## config.mk

```make
export PLATFORM = sky130hd
export DESIGN_NAME = display_scan_controller
export DESIGN_NICKNAME = d
export VERILOG_FILES = /design/src/rtl/display_scan_controller.sv
export SDC_FILE = /design/constraint.sdc
export NUM_CORES = 1
export LEC_CHECK = 0
export ABC_AREA = 1
export CAP_MARGIN = 5
export CORE_MARGIN = 5
export CORE_UTILIZATION = 63
export CTS_BUF_LIST = sky130_fd_sc_hd__clkbuf_16
export DETAILED_ROUTE_END_ITERATION = 12
export PLACE_DENSITY = 0.95
export SETUP_SLACK_MARGIN = 0.02
export SLEW_MARGIN = 20
export SYNTH_ARGS = -nofsm -noshare
export SYNTH_HDL_FRONTEND = slang
export SYNTH_SLANG_ARGS = --single-unit
```

## constraint.sdc

```tcl
create_clock -name CLK -period 5.12 [get_ports CLK]
set_clock_uncertainty 0.15 [all_clocks]
set_input_delay 1.024 -clock CLK [delete_from_list [all_inputs] [get_ports CLK]]
set_output_delay 1.024 -clock CLK [all_outputs]
set_load 0.01 [all_outputs]
```

## src/rtl/display_scan_controller.sv

```systemverilog
// display_scan_controller
//   Time-multiplexes one shared 3-bit column decoder across NDIG = 2**ADDR_W
//   common-anode 7-segment digits. Each frame visits every digit in turn:
//   BLANK_CYC dark cycles, then DWELL cycles with that digit's code on CODE
//   and its active-low strobe pulled low. Host writes land in a shadow bank
//   and are copied to the displayed bank only at the end of a frame, so a
//   frame never shows a mix of old and new codes.
//
//   Optional feature macro: DISPLAY_SCAN_BLINK_EN
//     Adds the BLINK_MASK input and the BLINK_FRAMES parameter. A blink phase
//     toggles every BLINK_FRAMES frames; while it is 1, masked digits stay dark
//     for their lit slot (slot timing unchanged).
//
// Ports
//   CLK         in   system clock, rising edge
//   RST         in   asynchronous active-high reset
//   ENABLE      in   scan enable; low forces the display dark
//   WR          in   write strobe
//   WR_ADDR     in   digit index of the write
//   WR_DATA     in   3-bit column code of the write (bit2 = A)
//   BLINK_MASK  in   per-digit blink enable (feature builds only)
//   CODE        out  code presented to the shared decoder
//   CODE_VALID  out  high while a digit is lit
//   DIG_N       out  active-low digit strobes, at most one low
//   DIG_IDX     out  index of the current scan slot
//   PENDING     out  shadow bank holds uncommitted writes
//   FRAME_DONE  out  one-cycle pulse on each frame commit point
module display_scan_controller #(
  parameter int ADDR_W       = 2,
  parameter int DWELL        = 1000,
  parameter int BLANK_CYC    = 16,
  parameter int CNT_W        = 16
`ifdef DISPLAY_SCAN_BLINK_EN
  ,
  parameter int BLINK_FRAMES = 32
`endif
) (
  input  logic                     CLK,
  input  logic                     RST,
  input  logic                     ENABLE,
  input  logic                     WR,
  input  logic [ADDR_W-1:0]        WR_ADDR,
  input  logic [2:0]               WR_DATA,
`ifdef DISPLAY_SCAN_BLINK_EN
  input  logic [(1<<ADDR_W)-1:0]   BLINK_MASK,
`endif
  output logic [2:0]               CODE,
  output logic                     CODE_VALID,
  output logic [(1<<ADDR_W)-1:0]   DIG_N,
  output logic [ADDR_W-1:0]        DIG_IDX,
  output logic                     PENDING,
  output logic                     FRAME_DONE
);

  localparam int NDIG = 1 << ADDR_W;

  typedef enum logic [1:0] {S_OFF, S_BLANK, S_SHOW} state_t;

  state_t            state_q, state_d;
  logic [ADDR_W-1:0] idx_q, idx_d;
  logic [CNT_W-1:0]  cnt_q, cnt_d;
  logic [2:0]        shadow_q [NDIG];
  logic [2:0]        shadow_d [NDIG];
  logic [2:0]        active_q [NDIG];
  logic [2:0]        active_d [NDIG];
  logic [2:0]        code_q, code_d;
  logic              code_valid_q, code_valid_d;
  logic [NDIG-1:0]   dig_n_q, dig_n_d;
  logic              pending_q, pending_d;
  logic              frame_done_q, frame_done_d;
  logic              suppress;

`ifdef DISPLAY_SCAN_BLINK_EN
  localparam int BCW = (BLINK_FRAMES > 1) ? $clog2(BLINK_FRAMES) : 1;
  logic [BCW-1:0] bcnt_q, bcnt_d;
  logic           phase_q, phase_d;
  // Phase and mask only change away from the SHOW entry edge, so the
  // registered phase is the right one to sample here.
  assign suppress = phase_q & BLINK_MASK[idx_q];
`else
  assign suppress = 1'b0;
`endif

  always_comb begin
    state_d      = state_q;
    idx_d        = idx_q;
    cnt_d        = cnt_q;
    shadow_d     = shadow_q;
    active_d     = active_q;
    code_d       = code_q;
    code_valid_d = code_valid_q;
    dig_n_d      = dig_n_q;
    pending_d    = pending_q;
    frame_done_d = 1'b0;

    case (state_q)
      S_OFF: begin
        idx_d        = '0;
        cnt_d        = '0;
        dig_n_d      = '1;
        code_valid_d = 1'b0;
        if (ENABLE) state_d = S_BLANK;
      end
      S_BLANK: begin
        if (!ENABLE) begin
          state_d      = S_OFF;
          idx_d        = '0;
          cnt_d        = '0;
          dig_n_d      = '1;
          code_valid_d = 1'b0;
        end else if (cnt_q == CNT_W'(BLANK_CYC - 1)) begin
          state_d = S_SHOW;
          cnt_d   = '0;
          code_d  = active_q[idx_q];
          if (!suppress) begin
            dig_n_d      = ~(NDIG'(1) << idx_q);
            code_valid_d = 1'b1;
          end
        end else begin
          cnt_d = cnt_q + CNT_W'(1);
        end
      end
      S_SHOW: begin
        if (!ENABLE) begin
          state_d      = S_OFF;
          idx_d        = '0;
          cnt_d        = '0;
          dig_n_d      = '1;
          code_valid_d = 1'b0;
        end else if (cnt_q == CNT_W'(DWELL - 1)) begin
          state_d      = S_BLANK;
          cnt_d        = '0;
          dig_n_d      = '1;
          code_valid_d = 1'b0;
          idx_d        = idx_q + ADDR_W'(1);  // NDIG is a power of two: wraps
          if (idx_q == ADDR_W'(NDIG - 1)) begin
            frame_done_d = 1'b1;
            if (pending_q) begin
              active_d  = shadow_q;  // pre-write shadow; a same-edge write stays pending
              pending_d = 1'b0;
            end
          end
        end else begin
          cnt_d = cnt_q + CNT_W'(1);
        end
      end
      default: state_d = S_OFF;
    endcase

    // A write after the commit overrides the commit's PENDING clear.
    if (WR) begin
      shadow_d[WR_ADDR] = WR_DATA;
      pending_d         = 1'b1;
    end
  end

`ifdef DISPLAY_SCAN_BLINK_EN
  always_comb begin
    bcnt_d  = bcnt_q;
    phase_d = phase_q;
    if (state_d == S_OFF) begin
      bcnt_d  = '0;
      phase_d = 1'b0;
    end else if (frame_done_d) begin
      if (bcnt_q == BCW'(BLINK_FRAMES - 1)) begin
        bcnt_d  = '0;
        phase_d = ~phase_q;
      end else begin
        bcnt_d = bcnt_q + BCW'(1);
      end
    end
  end

  always_ff @(posedge CLK or posedge RST) begin
    if (RST) begin
      bcnt_q  <= '0;
      phase_q <= 1'b0;
    end else begin
      bcnt_q  <= bcnt_d;
      phase_q <= phase_d;
    end
  end
`endif

  always_ff @(posedge CLK or posedge RST) begin
    if (RST) begin
      state_q      <= S_OFF;
      idx_q        <= '0;
      cnt_q        <= '0;
      for (int i = 0; i < NDIG; i++) begin
        shadow_q[i] <= '0;
        active_q[i] <= '0;
      end
      code_q       <= '0;
      code_valid_q <= 1'b0;
      dig_n_q      <= '1;
      pending_q    <= 1'b0;
      frame_done_q <= 1'b0;
    end else begin
      state_q      <= state_d;
      idx_q        <= idx_d;
      cnt_q        <= cnt_d;
      shadow_q     <= shadow_d;
      active_q     <= active_d;
      code_q       <= code_d;
      code_valid_q <= code_valid_d;
      dig_n_q      <= dig_n_d;
      pending_q    <= pending_d;
      frame_done_q <= frame_done_d;
    end
  end

  assign CODE       = code_q;
  assign CODE_VALID = code_valid_q;
  assign DIG_N      = dig_n_q;
  assign DIG_IDX    = idx_q;
  assign PENDING    = pending_q;
  assign FRAME_DONE = frame_done_q;

endmodule

```

==> results of run 1 <==
==> metrics by stage <==
| step | hold slack (ps) | instance area, um2 | instances | power, mW | setup WS (ps) |
|---|---|---|---|---|---|
| 2_1_floorplan | 300 | 2930 | 350 | 0.695 | 2640 |
| 3_3_place_gp | 309 | 3130 | 416 | 0.757 | 2370 |
| 3_5_place_dp | 312 | 3130 | 416 | 0.765 | 2300 |
| 4_1_cts | 324 | 3310 | 424 | 1.16 | 2480 |
| 5_1_grt | 336 | 3310 | 424 | 1.22 | 2390 |
| 6_report | 321 | 3310 | 424 | 1.15 | 2480 |
==> state kept, by name, summed over array words and instances, names as in the netlist, 2 cells and up <==
name      flops
shadow_q     12
active_q     12
DIG_N         4
state_q       2
DIG_IDX       2
CODE          3
cnt_q        16
==> power groups by stage <==
stage | combinational [mW] | sequential, mW | clock, mW
after floorplan | 0.177 | 0.518 | 0
after global placement | 0.243 | 0.514 | 0
after detailed placement | 0.248 | 0.517 | 0
after CTS | 0.253 | 0.509 | 0.399
after global routing | 0.282 | 0.516 | 0.419
final | 0.250 | 0.509 | 0.394
==> kinds of logic after synthesis <==
logic type | share of synthesized area
and+or+nand+nor | 0.251
DFF | 0.464
adders and majority gates | 0.0385
buffers and inverters | 0.0864
AOI/OAI and AO/OA | 0.140
xor gates and xnor gates | 0.0210
==> placed cells by master (no fill, tap or decap), types with 5 or more instances in the layout <==
cell type                         count
sky130_fd_sc_hd__nand3_1             20
sky130_fd_sc_hd__ha_1                 9
sky130_fd_sc_hd__nand2_2             12
sky130_fd_sc_hd__nand2_1             73
sky130_fd_sc_hd__dfrtp_1             50
sky130_fd_sc_hd__o21ai_1              9
sky130_fd_sc_hd__nor2_2               5
sky130_fd_sc_hd__o21ai_2             12
sky130_fd_sc_hd__inv_1               46
sky130_fd_sc_hd__clkbuf_16            5
sky130_fd_sc_hd__xor2_1               7
sky130_fd_sc_hd__o21ai_0             20
sky130_fd_sc_hd__a21oi_1              6
sky130_fd_sc_hd__nor2_1              37
sky130_fd_sc_hd__a21oi_2             10
sky130_fd_sc_hd__clkdlybuf4s50_1     20
==> worst max path at each step <==
stage	to	slack (ps)	cells after the start
3_5_place_dp	active_q[9]	2300	6
5_1_grt	active_q[10]	2390	6
6_report	DIG_IDX[0]	2480	1
4_1_cts	DIG_IDX[0]	2480	1
2_1_floorplan	CODE[0]	2640	1
3_3_place_gp	active_q[11]	2370	6
==> cell type report <==
class,count,share of cell area
tap,52,0.0197
inverter,52,0.0594
clock inverter,3,0.0144
clock buffer,5,0.0378
timing repair buffer,20,0.0605
sequential,54,0.410
multi-input combinational,238,0.398
==> worst min-delay path, stage by stage, from the launching register on <==
cell	delay (ps)
sky130_fd_sc_hd__dfstp_2	370
sky130_fd_sc_hd__nand2_1	50
sky130_fd_sc_hd__o21ai_1	50
==> layer usage <==
| layer | vias up | wire length (um) | GRT usage |
|---|---|---|---|
| li1 | 1157 | - | - |
| met2 | 66 | 2890 | 0.365 |
| met5 | - | 0 | 0 |
| met4 | 0 | 187 | 0.105 |
| met1 | 1055 | 2520 | 0.250 |
| met3 | 19 | 242 | 0.0423 |
==> out/results.txt, run 1 <==
Counting the buffers created by CTS gives 5. For the setup TNS, the log shows 0 ps. The worst hold path belongs to the class reg2reg. Counting every instance in the synthesized netlist gives 350. The tools report the critical path data required time as 3950 ps. For the leakage power of the design, the log shows 1.54 nW. The repair_antennas step left the layout with diodes totalling 0.

The worst hold path was traced through 2 stages. The area of the multi-input gates is 0.00132 mm2, and the fraction of registers with async set/reset is 1.00. The starting utilization of the core area is 0.658. The startpoint identified for the worst hold timing path is DIG_N[0]. The area growth from synthesis to layout is 13.0%.

The biggest area consumer among synthesized cells is sky130_fd_sc_hd__dfrtp_1. In this run, synthesis produced a sequential element count of 54. The per-cell via count in the routed design was 5.42. Clock-pin slew was measured on the worst setup and hold paths at 70 ps. The critical path is of the reg2out type. TritonCTS built the clock tree. The path with the worst hold slack has its endpoint at DIG_N[0].

Setup repair after global routing left no endpoint under its margin. The synthesized netlist contains 27 unique library cells. Detailed placement finished with a half-perimeter wire length of 3.93 mm. Setup violations remaining at the end of the flow were counted as 0. The run gives 0.379 GHz as the maximum clock frequency. The cell with the most instances after synthesis was sky130_fd_sc_hd__nand2_1. Proportion of power drawn by flip-flops and latches: 0.441. Of all nets on the critical path, the largest fanout is 11. The commonest cells after synthesis are sky130_fd_sc_hd__nand2_1 (73), sky130_fd_sc_hd__dfrtp_1 (50), sky130_fd_sc_hd__inv_1 (47). The global-route wire length before repair was 10.2 mm; the detailed-route wire length was 5.84 mm. The run gives 0.357 as the worst slew margin relative to its limit.

Summed over all layers, the global routing overflow is 0. Sorting the synthesized cells by area gives the leading types as sky130_fd_sc_hd__dfrtp_1 (43%), sky130_fd_sc_hd__nand2_1 (9.4%), sky130_fd_sc_hd__inv_1 (6.0%). The worst setup path is launched from a register. The number of max-slew violations in the final report was 0. The number of antenna violations at the first check in global routing came out at 0. The run finished with clean final reports. Power spread over the standard cell area amounts to 349 mW/mm2. Across all register-to-register paths, the minimum setup slack is 2640 ps. The Yosys step of the flow raised 0 warnings. Once detail routing completed, the nets flagged for antenna violations numbered 0. The post-route minimum period was 2640 ps; the share of total power in the clock network was 0.342. The aggregate global-route resource usage is 0.211. Type of element capturing the critical path: an output port.

Ratio of final minimum period to clock period: 0.516. The worst-case IR drop observed on VDD is 0.238 mV. On the worst path, the slowest cell contributes a delay of 610 ps. At the end of routability-driven placement, the weighted congestion stood at 0.864. During I/O placement, the number of pins put on the boundary was 21. At the end of the flow, the number of nets in the layout was 389.

The area share of the leading cell type in the synthesized netlist was 0.428; the final hold violation count was 0. The final core utilization is 0.744. For the deepest clock path buffer count, the log shows 2. The synthesized design contains 0 enable-type register cells. Once the clock tree was built, the resizer swapped 0 gates to a different size. For the pin with the worst max-slew slack, the measured transition is 963 ps. In this run the post-CTS setup repair buffer count came out at 0.

The number of hold-repair buffers added at the cts stage was 0. The tools report the number of remaining DRC errors as 0. The count of cells along the worst register-to-register path came out at 7.

The kind of cell adding the most delay to the critical path is buffers and inverters. The die is 78.1 um wide. The combined buffer and inverter count along the critical path was 1. After the first detailed-routing iteration, the DRC count stood at 125.

In this run the worst setup path begins at DIG_IDX[0]. The total number of vias was 2297. Most used flip-flop cell after synthesis: sky130_fd_sc_hd__dfrtp_1. The first detailed-routing pass ran for 6 iterations. The number of nets in the synthesized netlist is 368. The endpoint identified for the worst register-to-register timing path is cnt_q[14]. In this run the cell area of the synthesized design comes to 0.00293 mm2. The fraction of layout instances using a drive strength above 1 came out at 0.167. The run gives 0.350 mW as the reported net switching power.

The tools report the internal power component as 0.804 mW. The H-tree depth was 2. Summing all flip-flop and latch instances after layout gives 0.00136 mm2. Height of the die: 78.1 um.

The critical path goes through clkdlybuf4s50_1. The logs give 2210 for the via count of the first global-routing pass and 55 for the maximum number of pins on one net before global-route repair. The reported max-cap violation count was 0. The number of cell rows is 24, and the post-synthesis sequential area ratio is 0.464. The combinational share of power came out at 0.217. The wire length per cell after detailed routing is 13.8 um, and the number of input and output port buffers inserted is 20. The run gives 1470 ps as the arrival time at the worst endpoint.

The switching share of total power is 0.304. The tools report the CTS root buffer as sky130_fd_sc_hd__clkbuf_16. The number of clock sinks came out at 54. The run gives 0.00444 mm2 as the area of the core. A synthesized cell averages 8.36 um2.

The tools report the startpoint of the most critical register-to-register path as state_q[0]. The die covers 0.00611 mm2. The clock network latency to the later pin of the worst-skew pair was 300 ps.

For this design, the slowest cell found on the critical path is sky130_fd_sc_hd__clkdlybuf4s50_1. The layout has 284 filler cells.
No activity file was read; power rests on OpenSTA's default activity.
==> run 2: changes to the inputs <==
--- a/config.mk
+++ b/config.mk
@@ -8,10 +8,10 @@
 export ABC_AREA = 1
 export CAP_MARGIN = 5
 export CORE_MARGIN = 5
-export CORE_UTILIZATION = 63
+export CORE_UTILIZATION = 58
 export CTS_BUF_LIST = sky130_fd_sc_hd__clkbuf_16
 export DETAILED_ROUTE_END_ITERATION = 12
-export PLACE_DENSITY = 0.95
+export PLACE_DENSITY = 0.89
 export SETUP_SLACK_MARGIN = 0.02
 export SLEW_MARGIN = 20
 export SYNTH_ARGS = -nofsm -noshare
==> constraint.sdc (replaced) <==
create_clock -name CLK -period 2.5 [get_ports CLK]
set_clock_uncertainty 0.15 [all_clocks]
set_input_delay 0.5 -clock CLK [delete_from_list [all_inputs] [get_ports CLK]]
set_output_delay 0.5 -clock CLK [all_outputs]
set_load 0.01 [all_outputs]
==> run 2 against run 1 <==
  * Sequential power is 100% higher
  * Critical path depth unchanged
  * Via count decreased by 2.2%
  * Cell count increased by 4.7%
  * Register-to-register slack worse by 2100 ps
==> out/results.txt, run 2 (synthesis results as in run 1) <==
The maximum net fanout on the critical path works out to 11 (unchanged). The path category of the worst min-delay check is reg2reg. For the number of setup buffers added after CTS, the log shows 0 (unchanged). The number of max-slew violations in the final report came out at 0 (unchanged). The kind of cell adding the most delay to the critical path is buffers and inverters. The total clock buffers created by CTS was 5 (unchanged); the final standard cell area without fillers was 0.00336 mm2 (+1.5%).

Half-perimeter wire length of the detailed placement result: 4.00 mm (+1.8%). The internal power component is 1.56 mW (+94%). Delay contributed by the slowest stage of the critical path: 610 ps (about the same). For the deepest clock path buffer count, the log shows 2 (unchanged). The logs give 0.00482 mm2 (+8.4%) for the area of the core and 1.56 nW (+1.2%) for the leakage power of the design. The maximum number of pins on one net before global-route repair came out at 55 (unchanged).

The total number of vias came out at 2247 (-2.2%). The arrival time at the worst endpoint is 1460 ps (about the same). The number of remaining DRC errors is 0 (unchanged). The violation count after the first detailed-routing iteration was 179 (+43%). The run gives 0 (unchanged) as the final hold violation count. The number of standard cells in the final layout excluding fillers is 444 (+4.7%), and the count of nets left with antenna violations after detail routing is 0 (unchanged).

The flow ran to the end, and the final reports show no timing, DRC or antenna violations. The setup slack of the most critical reg-to-reg path was 560 ps (-2080 ps); the wire length per cell after detailed routing was 12.8 um (-7.1%). The top cell types in the final layout, fill and taps aside, are sky130_fd_sc_hd__nand2_1 (73), sky130_fd_sc_hd__dfrtp_1 (50), sky130_fd_sc_hd__inv_1 (46). The tools report the reported net switching power as 0.728 mW (+110%). In this run the critical register-to-register path is captured at cnt_q[14]. STA classifies the critical path endpoint as an output port. The post-route minimum period is 2110 ps, and the routability-driven placement congestion ratio is 0.910 (+5.3%).

The tools report the diode insertion count for antenna repair as 0 (unchanged). The logs give 0 (unchanged) for the post-CTS resize count and 0.745 (+0.387) for the worst slew margin relative to its limit. The floorplan die width works out to 81.0 um (+3.7%). The number of stages on the worst hold path was 2 (unchanged); the number of flip-flops in the largest register was 16 (unchanged).

The endpoint of the worst hold-timing path is DIG_N[0]. The startpoint identified for the worst register-to-register timing path is state_q[0]. The largest registers in the layout are cnt_q: 16 flops, active_q: 12 flops, shadow_q: 12 flops.

The maximum vdd ir drop was 0.372 mV (+56%); the H-tree depth was 2 (unchanged). For the aggregate global-route resource usage, the log shows 0.194 (-0.0169). Number of cell rows: 25 (+4.2%). The fraction of layout instances using a drive strength above 1 works out to 0.178 (+0.0111). Clock transition time at the flip-flop clock pins of the worst setup and hold paths: 70 ps (about the same). The combined buffer and inverter count along the critical path was 1 (unchanged). The largest individual stage delay along the critical path comes from the cell sky130_fd_sc_hd__clkdlybuf4s50_1.

The run gives 0 (unchanged) as the number of antenna violations at the first check in global routing. For the layout net count, the log shows 394 (+1.3%). The I/O pin count is 21 (unchanged), and the via count of the first global-routing pass is 2312 (+4.6%). The signal on the critical path passes through clkdlybuf4s50_1. The ratio of final minimum period to clock period is 0.845. The overall overflow remaining after global route is 0 (unchanged). The logs give 4 (-2) for the number of iterations in the first detailed-routing pass and 290 ps (about the same) for the clock network latency to the later pin of the worst-skew pair.

Global-route wire length before repair: 9.95 mm (-2.2%). The most common cell after layout, fill and taps aside is sky130_fd_sc_hd__nand2_1. The switching share of total power is 0.318 (+0.0142). Setup repair after global routing left no endpoint under its margin. The run gives 0.00320 mm2 (+2.2%) as the total placed instance area.

The root buffer cell chosen for the clock tree is sky130_fd_sc_hd__clkbuf_16. The run gives 0.233 (+0.016) as the combinational share of power. Count of cells along the worst register-to-register path: 7 (unchanged). The logs give 0 (unchanged) for the number of hold-repair buffers added at the cts stage and 54 (unchanged) for the number of clock sinks. STA classifies the critical path startpoint as a register. TritonCTS built the clock tree. The proportion of power drawn by flip-flops and latches is 0.456 (+0.015). The detailed-route wire length came out at 5.68 mm (-2.7%). The startpoint identified for the worst hold timing path is DIG_N[0].

The number of fill cells in the layout came out at 359 (+26%). cnt_q holds more flip-flops than any other register. The setup TNS was 0 ps (unchanged).

The height of the die was 81.0 um (+3.7%). The per-cell via count in the routed design is 5.06 (-6.6%). The critical path in this run is classified as reg2out. Reported max-cap violation count: 0 (unchanged).

The slew at the pin closest to its max-slew limit is 383 ps (-580 ps), and the total setup violations reported at the end of the flow is 0 (unchanged). The area growth from synthesis to layout is 14.7%. The placed cell count is 436 (+4.8%), and the die area is 0.00656 mm2 (+7.5%). The share of total power in the clock network is 0.312 (-0.030), and the number of input and output port buffers inserted is 20 (unchanged). The tools report the starting utilization of the core area as 0.607 (-0.0509). The critical path data required time was 1850 ps (-2100 ps). Based on the critical path, the design can be clocked at up to 0.473 GHz.

The power density relative to cell area is 683 mW/mm2 (+96%).
run 2: cell count changes in the layout (fill, tap and decap cells not counted), sizes merged:
cell	delta
clkinv	+1
bufinv	-1
buf	+5
run 2: how the worst max path moves through the flow:
stage / startpoint / endpoint / slack [ps] / cells after the start
3_5_place_dp: ENABLE / active_q[9] / 340 / 6
3_3_place_gp: ENABLE / active_q[11] / 380 / 6
6_report: DIG_IDX[0] / DIG_IDX[0] / 390 / 1
5_1_grt: DIG_IDX[0] / DIG_IDX[0] / 330 / 1
2_1_floorplan: RST / CODE[0] / 540 / 1
4_1_cts: DIG_IDX[0] / DIG_IDX[0] / 390 / 1
run 2: layout make-up:
cell class,count,area [um2],share of cell area
multi-input combinational,238,1320,0.392
clock buffer,5,125,0.0373
timing repair buffer,25,250,0.0746
clock inverter,3,28.8,0.00858
inverter,52,195,0.0582
sequential,54,1360,0.404
tap,67,83.8,0.0250
run 2: stage by stage:
| stage | power (mW) | setup slack [ps] | hold WS, ps | util |
|---|---|---|---|---|
| finish | 2.29 | 388 | 319 | 0.697 |
| global route | 2.41 | 325 | 349 | 0.697 |
| CTS | 2.30 | 385 | 323 | 0.697 |
| detailed placement | 1.59 | 338 | 312 | 0.665 |
| global placement | 1.56 | 385 | 310 | 0.665 |
| floorplan | 1.42 | 542 | 300 | - |
run 2: per-layer routing:
layer	GRT usage	vias to the layer above	wire, um
met4	0.0659	0	77
met3	0.0421	7	198
met2	0.341	35	2820
met1	0.235	1043	2580
met5	0	-	0
li1	-	1162	-
run 2: power groups by stage:
stage                     Combinational [mW]  Sequential [mW]  Clock, mW
after floorplan                        0.362             1.06          0
after CTS                              0.536             1.04      0.718
after global placement                 0.511             1.05          0
final                                  0.533             1.04      0.714
after detailed placement               0.533             1.06          0
after global routing                   0.601             1.06      0.749
==> run 3: changes to the inputs <==
==> constraint.sdc (replaced) <==
create_clock -name CLK -period 2 [get_ports CLK]
set_clock_uncertainty 0.15 [all_clocks]
set_input_delay 0.4 -clock CLK [delete_from_list [all_inputs] [get_ports CLK]]
set_output_delay 0.4 -clock CLK [all_outputs]
set_load 0.01 [all_outputs]
==> run 3 against run 2 <==
  * Power rose by 25%
  * Via count is 1.8% higher
  * Global-route usage shrank 0.27 points
  * Count of clock-buffer cells in the layout unchanged
  * Critical endpoint is now DIG_IDX[1]
==> out/results.txt, run 3 (synthesis results as in run 1) <==
Detailed-route wire length: 5.61 mm (-1.3%). The number of input and output port buffers inserted came out at 20 (unchanged). The per-cell via count in the routed design came out at 5.14 (+1.6%). STA classifies the critical path startpoint as a register. The tree is rooted in a sky130_fd_sc_hd__clkbuf_16.

The clock period could shrink to 1920 ps. The area of the core is 0.00482 mm2 (unchanged). The tools report the die area as 0.00656 mm2 (unchanged). The most critical setup path has its startpoint at DIG_IDX[1]. The post-CTS resize count is 0 (unchanged). The number of flip-flops in the largest register is 16 (unchanged), and the total setup violations reported at the end of the flow is 0 (unchanged). The setup slack of the most critical reg-to-reg path is 190 ps (-370 ps), and the leakage power of the design is 1.57 nW (+0.69%). The combined buffer and inverter count along the critical path was 1 (unchanged); the layout net count was 395 (+0.25%). Setup repair after global routing left no endpoint under its margin. The run gives 5 (unchanged) as the total clock buffers created by CTS. The run finished with clean final reports. The run gives 0.00337 mm2 (+0.52%) as the final standard cell area without fillers. Setup TNS: 0 ps (unchanged). For the arrival time at the worst endpoint, the log shows 1370 ps (-90 ps). The number of fill cells in the layout was 357 (-0.56%); the starting utilization of the core area was 0.607 (unchanged). Category of the critical setup timing path: reg2out. The slowest stage cell on the critical path was sky130_fd_sc_hd__clkdlybuf4s50_1.

The ratio of final minimum period to clock period is 0.959, and the number of remaining DRC errors is 0 (unchanged). The maximum number of pins on one net before global-route repair was 55 (unchanged); the number of clock sinks was 54 (unchanged). The type of element capturing the critical path is an output port. The final hold violation count was 0 (unchanged). The top cell types in the final layout, fill and taps aside, are sky130_fd_sc_hd__nand2_1 (73), sky130_fd_sc_hd__dfrtp_1 (50), sky130_fd_sc_hd__inv_1 (46). The count of cells along the worst register-to-register path works out to 8 (+1). The combined flip-flop and latch cell area came out at 0.00136 mm2 (unchanged). The clock network latency to the later pin of the worst-skew pair came out at 300 ps (about the same). The number of iterations in the first detailed-routing pass came out at 4 (unchanged).

The startpoint identified for the worst register-to-register timing path is cnt_q[0]. Worst hold slack after final layout: 306 ps (-13.2 ps). The critical path goes through clkdlybuf4s50_1. The total number of vias came out at 2287 (+1.8%). The diode insertion count for antenna repair was 0 (unchanged).

In this run the worst hold path is classified as in2async. Power density relative to cell area: 851 mW/mm2 (+25%). The floorplan die width came out at 81.0 um (unchanged).

The largest registers in the layout are cnt_q: 16 flops, active_q: 12 flops, shadow_q: 12 flops. The tools report the total placed instance area as 0.00322 mm2 (+0.63%). Critical path data required time: 1450 ps (-400 ps).

The worst slew margin relative to its limit is 0.795 (+0.0498). The tools report the number of cell rows as 25 (unchanged). The fraction of layout instances using a drive strength above 1 came out at 0.180 (+0.00218).

The run gives 0 (unchanged) as the reported max-cap violation count. The delay contributed by the slowest stage of the critical path came out at 590 ps (-20 ps). The tools report the half-perimeter wire length of the detailed placement result as 3.92 mm (-1.8%).

For the number of hold-repair buffers added at the cts stage, the log shows 0 (unchanged). The routability-driven placement congestion ratio came out at 0.862 (-5.3%). The number of antenna violations at the first check in global routing is 0 (unchanged), and the area of the multi-input gates is 0.00132 mm2 (unchanged).

For the count of nets left with antenna violations after detail routing, the log shows 0 (unchanged). Clock transition time at the flip-flop clock pins of the worst setup and hold paths: 80 ps (about the same). Ranked by flip-flop count, first place goes to cnt_q. The tools report the number of max-slew violations in the final report as 0 (unchanged). Leaving out fill and tap cells, the most frequent cell in the layout is sky130_fd_sc_hd__nand2_1.

The global-route wire length before repair was 9.70 mm (-2.5%); the slew at the pin closest to its max-slew limit was 308 ps (-74.8 ps). TritonCTS built the clock tree. The run gives 0 (unchanged) as the number of setup buffers added after CTS.

The via count of the first global-routing pass came out at 2181 (-5.7%). The height of the die came out at 81.0 um (unchanged). Broken down by cell family, the worst path's largest delay share belongs to buffers and inverters. The post-synthesis to final-layout area growth is 15.3%, and the deepest clock path buffer count is 2 (unchanged).

The logs give 2.87 mW (+25%) for the sum of internal, switching and leakage power and 0.191 (-0.00275) for the aggregate global-route resource usage. The H-tree depth is 2 (unchanged), and the maximum net fanout on the critical path is 8 (-3). The capture point of the worst reg-to-reg path is cnt_q[12]. The wire length per cell after detailed routing was 12.6 um (-1.5%). The overall overflow remaining after global route was 0 (unchanged); the maximum clock frequency was 0.522 GHz. The run gives 21 (unchanged) as the I/O pin count. The logs give 0.520 mV (+40%) for the maximum vdd ir drop and 161 (-10%) for the violation count after the first detailed-routing iteration.
==> run 3: routing by layer <==
metal,vias to the layer above,GRT usage,routed length (um)
li1,1161,-,-
met1,1066,0.245,2660
met2,45,0.309,2580
met3,15,0.0477,232
met4,0,0.0794,133
met5,-,0,0
==> run 3: layout make-up <==
| type | instances | area share |
|---|---|---|
| clock inverters | 3 | 0.00779 |
| clock buffers | 5 | 0.0371 |
| multi-input cells | 238 | 0.390 |
| repair buffers | 26 | 0.0801 |
| well taps | 67 | 0.0249 |
| inverters | 52 | 0.0579 |
| flip-flops and latches | 54 | 0.402 |
==> run 3: worst max path at each step <==
stage	slack (ps)	cells past startpoint	end
finish	80	1	DIG_IDX[1]
global placement	120	7	active_q[9]
floorplan	140	1	CODE[0]
detailed placement	70	7	active_q[9]
global route	50	1	DIG_IDX[1]
CTS	80	1	DIG_IDX[1]
==> run 3: where the power goes <==
group	switching [mW]	internal, mW	total, mW	leakage (nW)
sequential	0.0769	1.22	1.29	0.699
clock	0.414	0.476	0.890	0.0748
combinational	0.424	0.262	0.686	0.800
total	0.915	1.96	2.87	1.57
==> run 3: per-stage QoR <==
stage | std cells | worst slack (ps) | utilization
floorplan | 350 | 142 | -
global placement | 437 | 119 | 0.669
detailed placement | 437 | 65.2 | 0.669
CTS | 445 | 80.4 | 0.700
global route | 445 | 52.6 | 0.700
finish | 445 | 82.6 | 0.700
